===== config.mk =====
export PLATFORM = sky130hd
export DESIGN_NAME = slink_generic_fc_tx_sm_flat
export DESIGN_NICKNAME = d
export VERILOG_FILES = /design/src/rtl/slink_generic_fc_tx_sm_pkg.sv /design/src/rtl/slink_generic_fc_tx_sm_if.sv /design/src/rtl/slink_generic_fc_tx_sm_ack_timer.sv /design/src/rtl/slink_generic_fc_tx_sm.sv /design/src/flat_wrapper.sv
export SDC_FILE = /design/constraint.sdc
export NUM_CORES = 1
export LEC_CHECK = 0
export ABC_AREA = 1
export BUFFER_PORTS_ARGS = -buffer_cell sky130_fd_sc_hd__buf_4
export CORE_UTILIZATION = 45
export DETAILED_ROUTE_END_ITERATION = 10
export GPL_TIMING_DRIVEN = 0
export HOLD_SLACK_MARGIN = 0.05
export PLACE_DENSITY = 0.79
export RECOVER_POWER = 50
export SLEW_MARGIN = 20
export SYNTH_ARGS = -nofsm -noshare
export SYNTH_HDL_FRONTEND = slang
export SYNTH_SLANG_ARGS = --single-unit
export TNS_END_PERCENT = 50

===== constraint.sdc =====
create_clock -name link_clk -period 3.3 [get_ports link_clk]
set_input_delay 0.66 -clock link_clk [delete_from_list [all_inputs] [get_ports link_clk]]
set_output_delay 0.66 -clock link_clk [all_outputs]
set_load 0.05 [all_outputs]

===== src/rtl/slink_generic_fc_tx_sm_pkg.sv =====
// slink_generic_fc_pkg: shared packet constants, FSM state encoding and header builder
// Contents: PKT_TYPE_DATA, header field offsets, state_t, hdr_field()
package slink_generic_fc_pkg;
    localparam logic [7:0] PKT_TYPE_DATA = 8'h40;
    localparam int HDR_TYPE_LSB = 0;
    localparam int HDR_SEQ_LSB  = 8;
    typedef enum logic [1:0] {ST_IDLE, ST_HDR, ST_DATA, ST_HALT} state_t;
    function automatic logic [15:0] hdr_field(input logic [7:0] seq);
        hdr_field = '0;
        hdr_field[HDR_SEQ_LSB +: 8]  = seq;
        hdr_field[HDR_TYPE_LSB +: 8] = PKT_TYPE_DATA;
    endfunction
endpackage


===== src/rtl/slink_generic_fc_tx_sm_if.sv =====
// slink_generic_fc_tx_sm_if: replay-buffer, link-layer tx and far-end ack signals of the tx engine
// Modports: slave = tx engine, master = surrounding buffer / link layer
interface slink_generic_fc_tx_sm_if #(
    parameter int DATA_WIDTH = 32,
    parameter int ADDR_WIDTH = 3
);
    logic                  link_valid;
    logic [DATA_WIDTH-1:0] link_data;
    logic [ADDR_WIDTH:0]   link_cur_addr;
    logic                  link_advance;
    logic                  link_ack_update;
    logic [ADDR_WIDTH:0]   link_ack_addr;
    logic                  tx_valid;
    logic                  tx_ready;
    logic                  tx_sop;
    logic [DATA_WIDTH-1:0] tx_data;
    logic                  rx_ack_valid;
    logic [ADDR_WIDTH:0]   rx_ack_seq;
    logic                  ack_err;
    logic                  ack_timeout;
    logic [ADDR_WIDTH:0]   outstanding;
    modport slave (
        input  link_valid, link_data, link_cur_addr, tx_ready, rx_ack_valid, rx_ack_seq,
        output link_advance, link_ack_update, link_ack_addr, tx_valid, tx_sop, tx_data,
               ack_err, ack_timeout, outstanding
    );
    modport master (
        output link_valid, link_data, link_cur_addr, tx_ready, rx_ack_valid, rx_ack_seq,
        input  link_advance, link_ack_update, link_ack_addr, tx_valid, tx_sop, tx_data,
               ack_err, ack_timeout, outstanding
    );
endinterface


===== src/rtl/slink_generic_fc_tx_sm_ack_timer.sv =====
// slink_generic_fc_ack_timer: ack timeout counter with sticky timeout flag
// Ports: link_clk/link_reset_n clock and async active-low reset; run counts, clear zeroes the
// count, flush zeroes count and flag; timeout is the sticky flag
module slink_generic_fc_ack_timer #(
    parameter int ACK_TIMEOUT = 1024
) (
    input  logic link_clk,
    input  logic link_reset_n,
    input  logic run,
    input  logic clear,
    input  logic flush,
    output logic timeout
);
    localparam int CW = $clog2(ACK_TIMEOUT + 1);
    localparam logic [CW-1:0] LAST = CW'(ACK_TIMEOUT - 1);
    logic [CW-1:0] r_count;
    logic          r_timeout;
    always_ff @(posedge link_clk or negedge link_reset_n) begin
        if (!link_reset_n) begin
            r_count   <= '0;
            r_timeout <= 1'b0;
        end else if (flush) begin
            r_count   <= '0;
            r_timeout <= 1'b0;
        end else begin
            if (clear)
                r_count <= '0;
            else if (run && !r_timeout)
                r_count <= r_count + CW'(1);
            // flag rises on the same edge the count reaches ACK_TIMEOUT
            if (run && !clear && r_count == LAST)
                r_timeout <= 1'b1;
        end
    end
    assign timeout = r_timeout;
endmodule


===== src/rtl/slink_generic_fc_tx_sm.sv =====
// slink_generic_fc_tx_sm: frames replay-buffer entries as header+payload beats, windows and validates acks
// Ports: link_clk, link_reset_n (async active-low), enable (low = flush/idle), bus (slave modport:
// replay buffer read side, link-layer tx beats, far-end acks, status outputs)
module slink_generic_fc_tx_sm
    import slink_generic_fc_pkg::*;
#(
    parameter int DATA_WIDTH  = 32,
    parameter int ADDR_WIDTH  = 3,
    parameter int WINDOW      = 8,
    parameter int ACK_TIMEOUT = 1024
) (
    input logic                     link_clk,
    input logic                     link_reset_n,
    input logic                     enable,
    slink_generic_fc_tx_sm_if.slave bus
);
    typedef logic [ADDR_WIDTH:0] ptr_t;
    localparam ptr_t WIN = ptr_t'(WINDOW);
    state_t r_state;
    state_t w_state_nxt;
    ptr_t   r_acked_ptr;
    logic   r_ack_update;
    logic   r_ack_err;
    ptr_t   w_outs;
    ptr_t   w_ack_next;
    ptr_t   w_ack_d;
    logic   w_ack_ok;
    logic   w_timeout;
    assign w_outs     = bus.link_cur_addr - r_acked_ptr;
    assign w_ack_next = bus.rx_ack_seq + ptr_t'(1);
    assign w_ack_d    = w_ack_next - r_acked_ptr;
    // a cumulative ack must advance the pointer by 1..outstanding; anything else is stale or bogus
    assign w_ack_ok   = enable && bus.rx_ack_valid && w_ack_d != '0 && w_ack_d <= w_outs;
    always_comb begin
        w_state_nxt = r_state;
        case (r_state)
            ST_IDLE: w_state_nxt = w_timeout ? ST_HALT :
                                   (bus.link_valid && w_outs < WIN) ? ST_HDR : ST_IDLE;
            ST_HDR:  w_state_nxt = bus.tx_ready ? ST_DATA : ST_HDR;
            ST_DATA: w_state_nxt = bus.tx_ready ? ST_IDLE : ST_DATA;
            default: w_state_nxt = ST_HALT;
        endcase
        if (!enable)
            w_state_nxt = ST_IDLE;
    end
    always_ff @(posedge link_clk or negedge link_reset_n) begin
        if (!link_reset_n) begin
            r_state      <= ST_IDLE;
            r_acked_ptr  <= '0;
            r_ack_update <= 1'b0;
            r_ack_err    <= 1'b0;
        end else begin
            r_state      <= w_state_nxt;
            r_acked_ptr  <= !enable ? '0 : w_ack_ok ? w_ack_next : r_acked_ptr;
            r_ack_update <= w_ack_ok;
            r_ack_err    <= enable && bus.rx_ack_valid && !w_ack_ok;
        end
    end
    slink_generic_fc_ack_timer #(.ACK_TIMEOUT(ACK_TIMEOUT)) u_timer (
        .link_clk     (link_clk),
        .link_reset_n (link_reset_n),
        .run          (enable && w_outs != '0 && !w_ack_ok),
        .clear        (w_outs == '0 || w_ack_ok),
        .flush        (!enable),
        .timeout      (w_timeout)
    );
    assign bus.tx_valid        = r_state == ST_HDR || r_state == ST_DATA;
    assign bus.tx_sop          = r_state == ST_HDR;
    assign bus.tx_data         = r_state == ST_DATA ? bus.link_data :
                                 DATA_WIDTH'(hdr_field(8'(bus.link_cur_addr)));
    assign bus.link_advance    = r_state == ST_DATA && bus.tx_ready;
    assign bus.link_ack_update = r_ack_update;
    assign bus.link_ack_addr   = r_acked_ptr;
    assign bus.ack_err         = r_ack_err;
    assign bus.ack_timeout     = w_timeout;
    assign bus.outstanding     = w_outs;
endmodule


===== src/flat_wrapper.sv =====
// flat-port wrapper written by rule: the top's interface ports become plain ports
module slink_generic_fc_tx_sm_flat import slink_generic_fc_pkg::*;
#(
    parameter int DATA_WIDTH  = 32,
    parameter int ADDR_WIDTH  = 3,
    parameter int WINDOW      = 8,
    parameter int ACK_TIMEOUT = 1024
)
  (link_clk, link_reset_n, enable, bus_link_valid, bus_link_data, bus_link_cur_addr, bus_tx_ready, bus_rx_ack_valid, bus_rx_ack_seq, bus_link_advance, bus_link_ack_update, bus_link_ack_addr, bus_tx_valid, bus_tx_sop, bus_tx_data, bus_ack_err, bus_ack_timeout, bus_outstanding);
  slink_generic_fc_tx_sm_if #(.DATA_WIDTH(DATA_WIDTH), .ADDR_WIDTH(ADDR_WIDTH)) bus_i ();
  input logic link_clk;
  input logic link_reset_n;
  input logic enable;
  input wire logic [$bits(bus_i.link_valid)-1:0] bus_link_valid;
  input wire logic [$bits(bus_i.link_data)-1:0] bus_link_data;
  input wire logic [$bits(bus_i.link_cur_addr)-1:0] bus_link_cur_addr;
  input wire logic [$bits(bus_i.tx_ready)-1:0] bus_tx_ready;
  input wire logic [$bits(bus_i.rx_ack_valid)-1:0] bus_rx_ack_valid;
  input wire logic [$bits(bus_i.rx_ack_seq)-1:0] bus_rx_ack_seq;
  output wire logic [$bits(bus_i.link_advance)-1:0] bus_link_advance;
  output wire logic [$bits(bus_i.link_ack_update)-1:0] bus_link_ack_update;
  output wire logic [$bits(bus_i.link_ack_addr)-1:0] bus_link_ack_addr;
  output wire logic [$bits(bus_i.tx_valid)-1:0] bus_tx_valid;
  output wire logic [$bits(bus_i.tx_sop)-1:0] bus_tx_sop;
  output wire logic [$bits(bus_i.tx_data)-1:0] bus_tx_data;
  output wire logic [$bits(bus_i.ack_err)-1:0] bus_ack_err;
  output wire logic [$bits(bus_i.ack_timeout)-1:0] bus_ack_timeout;
  output wire logic [$bits(bus_i.outstanding)-1:0] bus_outstanding;
  assign bus_i.link_valid = bus_link_valid;
  assign bus_i.link_data = bus_link_data;
  assign bus_i.link_cur_addr = bus_link_cur_addr;
  assign bus_i.tx_ready = bus_tx_ready;
  assign bus_i.rx_ack_valid = bus_rx_ack_valid;
  assign bus_i.rx_ack_seq = bus_rx_ack_seq;
  assign bus_link_advance = bus_i.link_advance;
  assign bus_link_ack_update = bus_i.link_ack_update;
  assign bus_link_ack_addr = bus_i.link_ack_addr;
  assign bus_tx_valid = bus_i.tx_valid;
  assign bus_tx_sop = bus_i.tx_sop;
  assign bus_tx_data = bus_i.tx_data;
  assign bus_ack_err = bus_i.ack_err;
  assign bus_ack_timeout = bus_i.ack_timeout;
  assign bus_outstanding = bus_i.outstanding;
  slink_generic_fc_tx_sm #(.DATA_WIDTH(DATA_WIDTH), .ADDR_WIDTH(ADDR_WIDTH), .WINDOW(WINDOW), .ACK_TIMEOUT(ACK_TIMEOUT)) u_core (.link_clk(link_clk), .link_reset_n(link_reset_n), .enable(enable), .bus(bus_i));
endmodule

# == Yosys cells after proc, flatten, opt, wreduce, memory -nomap -nowiden ==
# Index checks and enable logic that the tools add are counted.
# word_totals
register_bits,20
input_bits,46
out_inout_bits,46
elab_cells,52
# op_classes
add_sub_neg,4
order_cmp,2
n_eq_ne,6
mux,14
n_reduce_logical,20
# op_table
cell,n
$mux W11,3
$mux W32,1
$add A11 B1 Y11 const B,1
$eq A11 B10 Y1 const B,1
$logic_and A1 B1 Y1,11
$mux W2,4
$mux W4,2
$reduce_bool A4 Y1,2
$sub A4 B4 Y4,2
$pmux W2 S3,1
$add A4 B1 Y4 const B,1
$le A4 B4 Y1,1
$logic_not A4 Y1,1
$lt A4 B4 Y1 const B,1
$ne A2 B1 Y1 const B,2
$logic_not A1 Y1,3
$mux W1,3
$ne A3 B1 Y1 const B,1
$eq A2 B1 Y1 const B,1
$eq A2 B2 Y1 const B,1
$logic_not A2 Y1,1
$logic_or A1 B1 Y1,2

# == Depth between registers and ports, before layout ==
# Gate-level depths: netlist of the first run.
# depth
word_depth,11
ltp_mapped,18
depth_no_buf,18

# == Hierarchy ==
# From an unflattened synthesis of the first run, not the netlist that was laid out.
# hier_totals
cells_unflattened,253
area_unflattened_um2,1779.2
# by_module_without_submodules
module,instances,cells_each,area_per_inst_um2,seq_area_each_um2
slink_generic_fc_tx_sm,1,169,1124.8,200.2
slink_generic_fc_ack_timer,1,84,654.4,300.3

# == Worst setup path after synthesis of the first run ==
# No wires, ideal clock.
# synth_path
path_type,register to register
start,register u_core.r_acked_ptr[0] (netlist: u_core.bus.link_ack_addr[0])
end,register u_core.u_timer.r_count[1]
setup_time_ns,0.121
arrival_time_ns,3.373
t_required_ns,3.179
path_slack_ns,-0.193
stages_incl_launch_ff,15
n_path_buf,1
period_less_slack_ns,3.493
cell_sequence,dfrtp_1 -> ha_1 -> fa_1 -> xnor2_1 -> inv_1 -> ha_1 -> nand2_1 -> inv_1 -> nand3_1 -> nand3_1 -> a21oi_2 -> nand2_4 -> buf_6 -> nand4_1 -> nand2_1
# synth_between
word_cells_on_any_way,16
classes_between,2 x add/sub; 1 x order compare; 1 x eq/ne; 2 x mux; 10 x reduce/logical
# synth_lines
item,line_no,rtl
from (decl),slink_generic_fc_tx_sm.sv:21,ptr_t r_acked_ptr;
from (signal assigned),slink_generic_fc_tx_sm.sv:54,r_acked_ptr <= !enable ? '0 : w_ack_ok ? w_ack_next : r_acked_ptr;
$sub A4 B4 Y4 *,slink_generic_fc_tx_sm.sv:29,assign w_outs = bus.link_cur_addr - r_acked_ptr;
named net bus_outstanding[2],flat_wrapper.sv:28,output wire logic [$bits(bus_i.outstanding)-1:0] bus_outstanding;
$le A4 B4 Y1,slink_generic_fc_tx_sm.sv:33,assign w_ack_ok = enable && bus.rx_ack_valid && w_ack_d != '0 && w_ack_d <= w_outs;
$logic_and A1 B1 Y1,slink_generic_fc_tx_sm.sv:33,
$logic_not A1 Y1,slink_generic_fc_tx_sm.sv:62,".run (enable && w_outs != '0 && !w_ack_ok),"
$logic_and A1 B1 Y1,slink_generic_fc_tx_sm.sv:62,
$logic_and A1 B1 Y1,slink_generic_fc_tx_sm_ack_timer.sv:28,else if (run && !r_timeout)
$ne A3 B1 Y1 (no source line),--,
to (signal assigned),slink_generic_fc_tx_sm_ack_timer.sv:29,r_count <= r_count + CW'(1);
to (decl),slink_generic_fc_tx_sm_ack_timer.sv:16,logic [CW-1:0] r_count;
# The timed path passes the listed nets; every way through them passes the cells marked *.
# A chain may end at the register's enable or synchronous reset.

# == Worst setup path after layout of the first run ==
# layout_path
start,input bus_rx_ack_seq[0]
end,register u_core.u_timer.r_count[5]
# layout_between
elab_chain_cells,9
word_cells_on_any_way,13
classes_between,2 x add/sub; 1 x order compare; 1 x eq/ne; 2 x mux; 7 x reduce/logical
# layout_rtl
item,line_no,rtl
from (decl),flat_wrapper.sv:19,input wire logic [$bits(bus_i.rx_ack_seq)-1:0] bus_rx_ack_seq;
$add A4 B1 Y4 *,slink_generic_fc_tx_sm.sv:30,assign w_ack_next = bus.rx_ack_seq + ptr_t'(1);
$sub A4 B4 Y4 *,slink_generic_fc_tx_sm.sv:31,assign w_ack_d = w_ack_next - r_acked_ptr;
branches (longest 2 deep; another with $le A4 B4 Y1),--,
$logic_and A1 B1 Y1 *,slink_generic_fc_tx_sm.sv:33,
$logic_not A1 Y1,slink_generic_fc_tx_sm.sv:62,
$logic_and A1 B1 Y1,slink_generic_fc_tx_sm.sv:62,
$logic_and A1 B1 Y1,slink_generic_fc_tx_sm_ack_timer.sv:28,
$ne A3 B1 Y1 (no source line),--,
# Every way passes the cells marked *.

==> flow_metrics.env, run 1 <==
export IMPL_p_leak_uw=0.00157
export IMPL_rsz0062_at_grt="false"
export IMPL_crit_type="in2reg"
export IMPL_critPathRequiredTime_ps=3440
export IMPL_avgViaCountPerCell=4.77
export IMPL_ctsRootBufferMaster="clkbuf_8"
export IMPL_p_seq_frac=0.235
export IMPL_ys_async_sr_fraction=1.00
export IMPL_clock_sinks=20
export IMPL_clockBufferDepth=2
export IMPL_r2r_end="u_core.u_timer.r_count[5]"
export IMPL_seq_area_frac_synth=0.273
export IMPL_cap_violations=0
export IMPL_drive_gt1_frac=0.256
export IMPL_grt_use_met2=0.404
export IMPL_io_pins=92
export IMPL_start_kind="input pin"
export IMPL_synth_commonest_cells="69 x nand2_1, 57 x inv_1, 20 x dfrtp_1, 20 x nand3_1"
export IMPL_post_cts_setup_buffer_count=0
export IMPL_synth_ff_type="dfrtp_1"
export IMPL_detail_route_wl_per_cell_um=11.6
export IMPL_postSynthAreaPerCell_um2=7.05
export IMPL_grt_max_degree=21
export IMPL_slowest_stage="ha_1"
export IMPL_remaining_drc_errors=0
export IMPL_finalSetupViolCount=0
export IMPL_cp_end_kind="register"
export IMPL_p_clk_frac=0.176
export IMPL_yosysTopAreaCellShare=0.273
export IMPL_tns_ps=0
export IMPL_yosysTopAreaCell="dfrtp_1"
export IMPL_initial_utilization=0.486
export IMPL_swShare=0.498
export IMPL_yosys_area_share_simple=0.319
export IMPL_synth_area_um2=1830
export IMPL_ys_types=29
export IMPL_vdd_ir_drop_max_v=0.000300
export IMPL_clk_pin_slew_ps=70
export IMPL_intPower_uw=683
export IMPL_syn_nets=323
export IMPL_status="completed"
export IMPL_synth_cells=260
export IMPL_r2r_cells=16
export IMPL_cts_resized_gates=0
export IMPL_rows=22
export IMPL_fmax_mhz=330
export IMPL_slowest_delay_ps=320
export IMPL_p_sw_uw=677
export IMPL_fill_cells=340
export IMPL_grt_overflow=0
export IMPL_power_density_nw_per_um2=529
export IMPL_antenna_found_initial=0
export IMPL_nNetsFinal=419
export IMPL_core_um2=3770
export IMPL_r2r_slack_ps=590
export IMPL_syn2layout_area_growth_pct=40.2
export IMPL_vias=1923
export IMPL_dieArea_um2=4330
export IMPL_use_met3=0.0328
export IMPL_fin_crit_sh=0.919
export IMPL_grt_usage=0.223
export IMPL_die_h_um=65.8
export IMPL_drtPass1Iterations=4
export IMPL_rr_startpoint="u_core.bus.link_ack_addr[2]"
export IMPL_cp_max_fo=10
export IMPL_dpl_hpwl_mm=3.96
export IMPL_numCtsBuffers=3
export IMPL_drt_iter0_drc=81
export IMPL_portBuffers=91
export IMPL_synth_edf_count=0
export IMPL_slew_headroom=0.350
export IMPL_critical_path_cell_chain="buf_4, ha_1, xor2_1, ha_1, a21oi_1, o21ai_2, nand3_2, nand2_1, ha_1, nand2_1, inv_1, nand3_1, nand3_1, a21oi_2, nand2_4, buf_6, nand4_1, nand2_1"
export IMPL_finalPower_uw=1360
export IMPL_ys_ff_latch=20
export IMPL_grt_pass1_wl_mm=7.52
export IMPL_power_frac_comb=0.589
export IMPL_cp_arrival_ps=3170
export IMPL_cts_tree="yes"
export IMPL_clk_latency_ps=260
export IMPL_fin_util=0.681
export IMPL_diodes=0
export IMPL_period_minus_slack_ps=3030
export IMPL_gp_congestion=0.850
export IMPL_yosysWarningCount=0
export IMPL_cts_hold_buf=0
export IMPL_grt_pass1_vias=1813
export IMPL_finalHoldViolations=0
export IMPL_min_path_type="in2async"
export IMPL_totalWireLength_mm=4.69
export IMPL_synth_xor_area_frac=0.0717
export IMPL_grt_use_met1=0.264
export IMPL_synth_fa_ha_area_frac=0.124
export IMPL_worstSetupStartpoint="bus_rx_ack_seq[0]"
export IMPL_endpoint="u_core.u_timer.r_count[5]"
export IMPL_cts_max_level=1
export IMPL_postRouteAntennaNets=0
export IMPL_yosys_mux_area_fraction=0.0123
export IMPL_synth_compound_area_frac=0.0540
export IMPL_fp_dieW_um=65.8
export IMPL_synth_most_common_cell="nand2_1"
export IMPL_fin_skew_ps=7.46
export IMPL_top_usage_layer="met2"
export IMPL_slew_violations=0
export IMPL_synthTopCellsByArea="dfrtp_1 27%, nand2_1 14%, inv_1 12%"
export IMPL_synth_top_family_by_area="simple AND/OR/NAND/NOR gates"
export IMPL_worst_pin_slew_ps=975
-- logic make-up after synthesis --
| kind of cell | count (synthesis) |
|---|---|
| adder cells (fa/ha/maj) | 17 |
| multiplexers | 2 |
| buffers and inverters | 66 |
| AO/OA/AOI/OAI | 17 |
| AND/OR/NAND/NOR | 123 |
| XOR/XNOR | 15 |
| flip-flops | 20 |
-- critical path, delay by kind of cell --
kind	cells	cell delay (ps)
and+or+nand+nor	8	630
adders and majority gates	3	810
xor gates and xnor gates	1	230
AOI/OAI and AO/OA	3	480
buffers and inverters	3	350
-- through the flow --
step | instances | hold WS (ps) | instance area (µm²) | setup WS, ps
3_5_place_dp | 399 | 540 | 2580 | 0.935
4_1_cts | 403 | 268 | 2650 | 264
5_1_grt | 403 | 588 | 2570 | 90.2
2_1_floorplan | 260 | 364 | 1840 | 168
6_report | 403 | 530 | 2570 | 266
3_3_place_gp | 399 | 538 | 2580 | 90.3
-- cell usage in the layout (no fill, tap or decap), types with 2 or more instances in the layout --
master	instances
mux2_2	2
nor2_1	7
nor3_1	2
o21ai_0	4
a21oi_2	2
buf_4	70
nand3_1	20
buf_6	2
ha_1	15
o21ai_1	3
xnor2_1	4
xor2_1	10
nand4_1	15
dfrtp_1	20
a21oi_1	5
clkbuf_8	3
nand3_2	3
fa_1	2
inv_1	57
nand2_2	2
a31oi_1	2
nand2_1	70
clkbuf_1	26
-- flip-flops by register name, summed over array words and instances (netlist names) --
name and flops:
u_core.u_timer.r_count 11, u_core.bus.link_ack_addr 4, u_core.r_state 2, u_core.bus.ack_err 1, u_core.bus.link_ack_update 1, u_core.u_timer.timeout 1
-- layer usage --
metal  vias up  share of wire
met3         9          0.057
li1        998              -
met4         0          0.014
met1       849           0.42
met5         -              0
met2        67           0.51
-- power by group through the flow --
| stage | combinational (µW) | sequential [µW] | clock, µW |
|---|---|---|---|
| 2_1_floorplan | 556 | 372 | 0 |
| 3_3_place_gp | 833 | 323 | 0 |
| 3_5_place_dp | 851 | 323 | 0 |
| 4_1_cts | 852 | 320 | 241 |
| 5_1_grt | 872 | 324 | 258 |
| 6_report | 800 | 320 | 239 |
-- worst min-delay path by stage --
stage / cells past startpoint / start / slack (ps) / endpoint
2_1_floorplan: 0 / link_reset_n / 360 / u_core.bus.ack_err
3_3_place_gp: 2 / u_core.u_timer.r_count[9] / 540 / u_core.u_timer.r_count[9]
3_5_place_dp: 2 / u_core.u_timer.r_count[9] / 540 / u_core.u_timer.r_count[9]
4_1_cts: 1 / link_reset_n / 270 / u_core.u_timer.r_count[2]
5_1_grt: 2 / u_core.u_timer.r_count[9] / 590 / u_core.u_timer.r_count[9]
6_report: 1 / link_reset_n / 530 / u_core.u_timer.r_count[2]
-- layout make-up --
cell class	count	area, µm²	area share
clock buffers	3	41.3	0.0161
well taps	48	60.1	0.0234
plain buffers	7	45.0	0.0175
inverters	59	221	0.0862
multi-input cells	174	1070	0.416
repair buffers	91	601	0.234
flip-flops and latches	20	500	0.195
clock inverters	1	30.0	0.0117
(Power assumes the default switching activity.)
==> run 2: changes to the inputs <==
==> constraint.sdc (replaced) <==
create_clock -name link_clk -period 3.3 [get_ports link_clk]
set_input_delay 0 -clock link_clk [delete_from_list [all_inputs] [get_ports link_clk]]
set_output_delay 0 -clock link_clk [all_outputs]
set_load 0.05 [all_outputs]
==> run 2 against run 1 <==
Effect of this change:
- sequential share of layout area shrank 0.51 points
- utilization grew 1.8 points
- routed wire length grew 3.6%
- hold slack lost 430 ps
- via count grew 2.9%
- cell count grew 1.7%
- non-clock buffer count grew 7
- worst setup slack gained 100 ps
- sequential power is essentially flat
- power grew 0.89%
- clock power is essentially flat
- first-iteration DRC count shrank 4.9%
- critical path type unchanged
- largest cell class unchanged
==> flow_metrics.env, run 2 (synthesis gave the netlist of run 1 again) <==
export IMPL_status="completed"
export IMPL_fin_skew_ps=7.87
export IMPL_rsz0062_at_grt="false"
export IMPL_grt_pass1_wl_mm=7.80
export IMPL_gp_congestion=0.850
export IMPL_p_clk_frac=0.175
export IMPL_finalSetupViolCount=0
export IMPL_final_cell_mix="69 x nand2_1, 69 x buf_4, 57 x inv_1"
export IMPL_fp_dieW_um=65.8
export IMPL_grt_pass1_vias=1887
export IMPL_dpl_hpwl_mm=3.96
export IMPL_p_leak_uw=0.00160
export IMPL_clock_sinks=20
export IMPL_period_minus_slack_ps=2930
export IMPL_diodes=0
export IMPL_drive_gt1_frac=0.251
export IMPL_cp_end_kind="register"
export IMPL_detail_route_wl_per_cell_um=11.9
export IMPL_fmax_mhz=341
export IMPL_drtPass1Iterations=4
export IMPL_grt_overflow=0
export IMPL_placed_area_um2=2580
export IMPL_remaining_drc_errors=0
export IMPL_rows=22
export IMPL_core_um2=3770
export IMPL_r2r_slack_ps=640
export IMPL_clk_latency_ps=260
export IMPL_finalHoldViolations=0
export IMPL_antenna_found_initial=0
export IMPL_min_path_type="in2reg"
export IMPL_io_pins=92
export IMPL_slowest_stage="dlygate4sd3_1"
export IMPL_multi_input_area_um2=1070
export IMPL_grt_max_degree=21
export IMPL_critical_path_cell_chain="dlygate4sd3_1, buf_4, ha_1, xor2_1, ha_1, a21oi_1, o21ai_2, nand3_2, nand2_1, ha_1, nand2_1, inv_1, nand3_1, nand3_1, a21oi_2, nand2_4, buf_6, nand4_1, nand2_1"
export IMPL_worst_pin_slew_ps=994
export IMPL_fill_cells=335
export IMPL_fin_area_um2=2640
export IMPL_p_sw_uw=680
export IMPL_intPower_uw=691
export IMPL_post_cts_setup_buffer_count=0
export IMPL_portBuffers=91
export IMPL_grt_usage=0.232
export IMPL_nNetsFinal=426
export IMPL_clockBufferDepth=2
export IMPL_numCtsBuffers=3
export IMPL_die_h_um=65.8
export IMPL_ff_latch_area_um2=500
export IMPL_start_kind="input pin"
export IMPL_postRouteAntennaNets=0
export IMPL_cap_violations=0
export IMPL_ctsRootBufferMaster="clkbuf_8"
export IMPL_slew_headroom=0.337
export IMPL_clk_pin_slew_ps=70
export IMPL_crit_type="in2reg"
export IMPL_critPathRequiredTime_ps=3440
export IMPL_slowest_delay_ps=540
export IMPL_slew_violations=0
export IMPL_cts_max_level=1
export IMPL_power_density_nw_per_um2=520
export IMPL_swShare=0.496
export IMPL_tns_ps=0
export IMPL_p_seq_frac=0.233
export IMPL_fin_crit_sh=0.888
export IMPL_vdd_ir_drop_max_v=0.000299
export IMPL_dieArea_um2=4330
export IMPL_initial_utilization=0.486
export IMPL_drt_iter0_drc=77
export IMPL_top_register="u_core.u_timer.r_count"
export IMPL_cts_tree="yes"
export IMPL_totalWireLength_mm=4.86
export IMPL_avgViaCountPerCell=4.83
export IMPL_largest_register_ffs=11
export IMPL_syn2layout_area_growth_pct=44.0
export IMPL_power_frac_comb=0.592
export IMPL_vias=1979
export IMPL_cp_max_fo=10
export IMPL_cp_arrival_ps=3070
## run 2: changes by cell type in the layout (fill, tap and decap cells not counted), sizes merged
cell | before | now
clkbuf | 29 | 30
dlygate4sd3 | 0 | 7
buf | 72 | 71
## run 2: worst max-delay path: cells and delay by family
family	cells	cell delay [ps]
simple gates	8	630
fa+ha+maj	3	810
xor+xnor	1	230
compound gates	3	480
buf+inv	4	920
## run 2: power groups by stage
stage	Sequential, µW	Clock [µW]	Combinational (µW)
3_3_place_gp	323	0	833
3_5_place_dp	323	0	851
4_1_cts	320	241	862
6_report	320	240	812
2_1_floorplan	372	0	556
5_1_grt	324	260	884
## run 2: path summary, 6_finish.rpt
path / start / end / depth (start not counted)
max reg2reg: u_core.bus.link_ack_addr[1] / u_core.u_timer.r_count[5] / 17
min: bus_rx_ack_seq[2] / u_core.bus.link_ack_addr[2] / 4
min reg2reg: u_core.u_timer.r_count[9] / u_core.u_timer.r_count[9] / 2
max: bus_rx_ack_seq[0] / u_core.u_timer.r_count[5] / 19
max in group asynchronous: link_reset_n / u_core.u_timer.r_count[1] / 2
min in group asynchronous: link_reset_n / u_core.u_timer.r_count[4] / 2
## run 2: repair_timing
action                    4_1_cts  5_1_grt
hold buffers                    7        0
gates resized for setup         0        0
hold endpoints to repair       25        0
## run 2: final cells by class
| cell class | instances | area share |
|---|---|---|
| repair buffers | 98 | 0.253 |
| clock buffers | 3 | 0.0157 |
| well taps | 48 | 0.0228 |
| inverters | 59 | 0.0840 |
| multi-input cells | 174 | 0.407 |
| plain buffers | 7 | 0.0171 |
| clock inverters | 1 | 0.0114 |
| flip-flops and latches | 20 | 0.190 |
## run 2: per-stage QoR
step	hold slack (ps)	worst slack (ps)	total power (µW)	utilization	std cells
finish	95.5	369	1370	0.699	410
global route	94.8	181	1470	0.699	410
CTS	95.1	368	1420	0.722	410
detailed placement	-111	661	1170	0.685	399
global placement	-113	705	1160	0.685	399
floorplan	-296	168	928	-	260
## run 2: layer usage
metal	track usage	part of all wire
met1	0.272	0.41
met3	0.0293	0.053
met5	0	0
met2	0.420	0.51
met4	0.101	0.023
==> run 3: changes to the inputs <==
- PLACE_DENSITY: 0.79 -> 0.8
- RECOVER_POWER: 50 -> not set
- SYNTH_HIERARCHICAL: not set -> 1
==> run 3 against run 2 <==
Effect of this change:
- maximum frequency shrank 5.9%
- synthesized area shrank 2.9%
- sequential power shrank 2%
- flip-flop and latch count is the same
- combinational power grew 15%
- global-route usage grew 0.14 points
- via count shrank 7.1%
- count of clock-buffer cells in the layout grew 1
- sequential share of layout area shrank 0.058 points
- cell count shrank 1.7%
- critical path type is now reg2reg
- critical endpoint is now u_core/u_timer/r_count[4]
- largest power group unchanged
==> flow_metrics.env, run 3 <==
export IMPL_status="completed"
export IMPL_io_pins=92
export IMPL_yosysTopAreaCell="dfrtp_1"
export IMPL_clk_pin_slew_ps=70
export IMPL_synth_edf_count=0
export IMPL_synth_area_um2=1780
export IMPL_synth_compound_area_frac=0.0745
export IMPL_r2r_cells=18
export IMPL_ctsRootBufferMaster="clkbuf_8"
export IMPL_fin_util=0.715
export IMPL_critical_path_cell_chain="ha_1, fa_1, xnor2_1, ha_1, nand2_1, inv_1, nand3_1, nand3_1, a21oi_4, nand2_4, nand2_2, nor2_2, nand2_2, nand2_2, inv_2, nor2_1, o21ai_0, inv_1"
export IMPL_grt_overflow=0
export IMPL_syn_nets=316
export IMPL_cp_arrival_ps=3260
export IMPL_r2r_end="u_core/u_timer/r_count[4]"
export IMPL_min_path_type="in2reg"
export IMPL_power_density_nw_per_um2=528
export IMPL_synth_cells=253
export IMPL_finalHoldViolations=0
export IMPL_ys_async_sr_fraction=1.00
export IMPL_dp_cells=392
export IMPL_synth_top_family_by_area="simple AND/OR/NAND/NOR gates"
export IMPL_synth_fa_ha_area_frac=0.128
export IMPL_postSynthAreaPerCell_um2=7.03
export IMPL_dpl_hpwl_mm=3.70
export IMPL_fp_dieW_um=64.9
export IMPL_cap_violations=0
export IMPL_start_kind="register"
export IMPL_ys_ff_latch=20
export IMPL_detail_route_wl_per_cell_um=11.1
export IMPL_clock_sinks=20
export IMPL_fin_area_um2=2660
export IMPL_p_seq_frac=0.224
export IMPL_synth_ff_type="dfrtp_1"
export IMPL_vias=1838
export IMPL_nNetsFinal=419
export IMPL_slowest_delay_ps=440
export IMPL_period_minus_slack_ps=3110
export IMPL_layout_commonest_cell="buf_4"
export IMPL_synth_xor_area_frac=0.0338
export IMPL_synth_commonest_cells="66 x nand2_1, 59 x inv_1, 23 x nand3_1"
export IMPL_fill_cells=317
export IMPL_cp_end_kind="register"
export IMPL_ys_types=30
export IMPL_clk_latency_ps=250
export IMPL_yosys_area_share_simple=0.335
export IMPL_r2r_slack_ps=190
export IMPL_final_cell_mix="93 x buf_4, 65 x nand2_1, 58 x inv_1"
export IMPL_tns_ps=0
export IMPL_swShare=0.507
export IMPL_synth_most_common_cell="nand2_1"
export IMPL_intPower_uw=693
export IMPL_cp_num_buf_inv=3
export IMPL_grt_usage=0.234
export IMPL_antenna_found_initial=0
export IMPL_fin_cells=403
export IMPL_gp_congestion=0.801
export IMPL_numCtsBuffers=3
export IMPL_die_h_um=64.9
export IMPL_clockBufferDepth=2
export IMPL_worst_pin_slew_ps=382
export IMPL_diodes=0
export IMPL_p_clk_frac=0.113
export IMPL_placed_area_um2=2540
export IMPL_grt_max_degree=21
export IMPL_min_to="u_core/bus.link_ack_addr[0]"
export IMPL_cts_max_level=1
export IMPL_drive_gt1_frac=0.349
export IMPL_core_um2=3720
export IMPL_min_from="bus_rx_ack_seq[0]"
export IMPL_cts_tree="yes"
export IMPL_yosysTopAreaCellShare=0.281
export IMPL_postRouteAntennaNets=0
export IMPL_rows=22
export IMPL_slew_violations=0
export IMPL_drt_iter0_drc=55
export IMPL_crit_family="adder cells"
export IMPL_critPathRequiredTime_ps=3440
export IMPL_multi_input_area_um2=1060
export IMPL_min_path_cells=3
export IMPL_avgViaCountPerCell=4.56
export IMPL_portBuffers=91
export IMPL_seq_area_frac_synth=0.281
export IMPL_ff_latch_area_um2=503
export IMPL_slew_headroom=0.745
export IMPL_synthTopCellsByArea="dfrtp_1 28%, nand2_1 14%, inv_1 12%"
export IMPL_largest_register_ffs=11
export IMPL_grt_pass1_vias=1716
export IMPL_top_register="u_core/u_timer/r_count"
export IMPL_rr_startpoint="u_core/bus.link_ack_addr[0]"
export IMPL_yosysWarningCount=6
export IMPL_fin_crit_sh=0.944
export IMPL_totalWireLength_mm=4.46
export IMPL_vdd_ir_drop_max_v=0.000383
export IMPL_remaining_drc_errors=0
export IMPL_whs_ps=63.0
export IMPL_drtPass1Iterations=4
export IMPL_slowest_stage="dfrtp_2"
export IMPL_grt_pass1_wl_mm=7.62
export IMPL_cp_max_fo=6
export IMPL_power_frac_comb=0.662
export IMPL_yosys_mux_area_fraction=0.0127
export IMPL_fmax_mhz=321
export IMPL_p_sw_uw=711
export IMPL_p_leak_uw=0.00162
export IMPL_dieArea_um2=4210
export IMPL_fin_skew_ps=1.15
export IMPL_finalSetupViolCount=0
export IMPL_initial_utilization=0.479
export IMPL_crit_path_frequent_cell="nand2_2"
export IMPL_crit_type="reg2reg"
export IMPL_syn2layout_area_growth_pct=49.4
run 3: what timing repair did:
action,4_1_cts,5_1_grt
endpoints found under the setup margin,0,7
hold endpoints to repair,26,0
buffers inserted,0,2
hold buffers,5,0
gates resized for setup,0,3
run 3: power by group through the flow:
stage / registers [µW] / clock network, µW / logic [µW]
2_1_floorplan: 366 / 0 / 613
3_3_place_gp: 319 / 0 / 893
3_5_place_dp: 319 / 0 / 910
4_1_cts: 315 / 166 / 920
5_1_grt: 321 / 181 / 1000
6_report: 315 / 159 / 930
run 3: worst max-delay path by stage:
stage                                end  depth (start not counted)                         from  slack, ps
6_report       u_core/u_timer/r_count[4]                         18  u_core/bus.link_ack_addr[0]        190
5_1_grt        u_core/u_timer/r_count[4]                         19  u_core/bus.link_ack_addr[2]         -5
4_1_cts        u_core/u_timer/r_count[4]                         19  u_core/bus.link_ack_addr[1]         50
3_5_place_dp   u_core/u_timer/r_count[4]                         21            bus_rx_ack_seq[0]         60
3_3_place_gp   u_core/u_timer/r_count[4]                         21            bus_rx_ack_seq[0]         80
2_1_floorplan  u_core/u_timer/r_count[4]                         19  u_core/bus.link_ack_addr[0]         30
run 3: logic make-up (layout without fill, tap and decap cells):
kind of cell / after synthesis / count (layout)
simple gates: 121 / 121
xor+xnor: 6 / 6
buf+inv: 64 / 166
fa+ha+maj: 17 / 17
mux: 2 / 2
compound gates: 23 / 23
flops: 20 / 20
run 3: cell type report:
type / count / area share
plain buffers: 4 / 0.00565
clock buffers: 4 / 0.0169
inverters: 60 / 0.0847
multi-input cells: 169 / 0.400
flip-flops and latches: 20 / 0.189
well taps: 48 / 0.0226
repair buffers: 98 / 0.281
run 3: per-stage QoR:
stage               setup WS, ps  power (µW)
finish                       186        1400
global route               -5.06        1510
CTS                         51.2        1400
detailed placement          56.3        1230
global placement            80.0        1210
floorplan                   33.8         980
run 3: metal layers:
metal  global-route usage  vias up  wire length [µm]
met5                    0        -                 0
met4               0.0500        0                38
met3               0.0440        6               174
met2                0.411       42              2240
met1                0.294      807              2000
li1                     -      983                 -
run 3: worst min-delay path: stages:
cell      delay (ps)
buf_4            120
nand3b_1         110
nand2_1           50
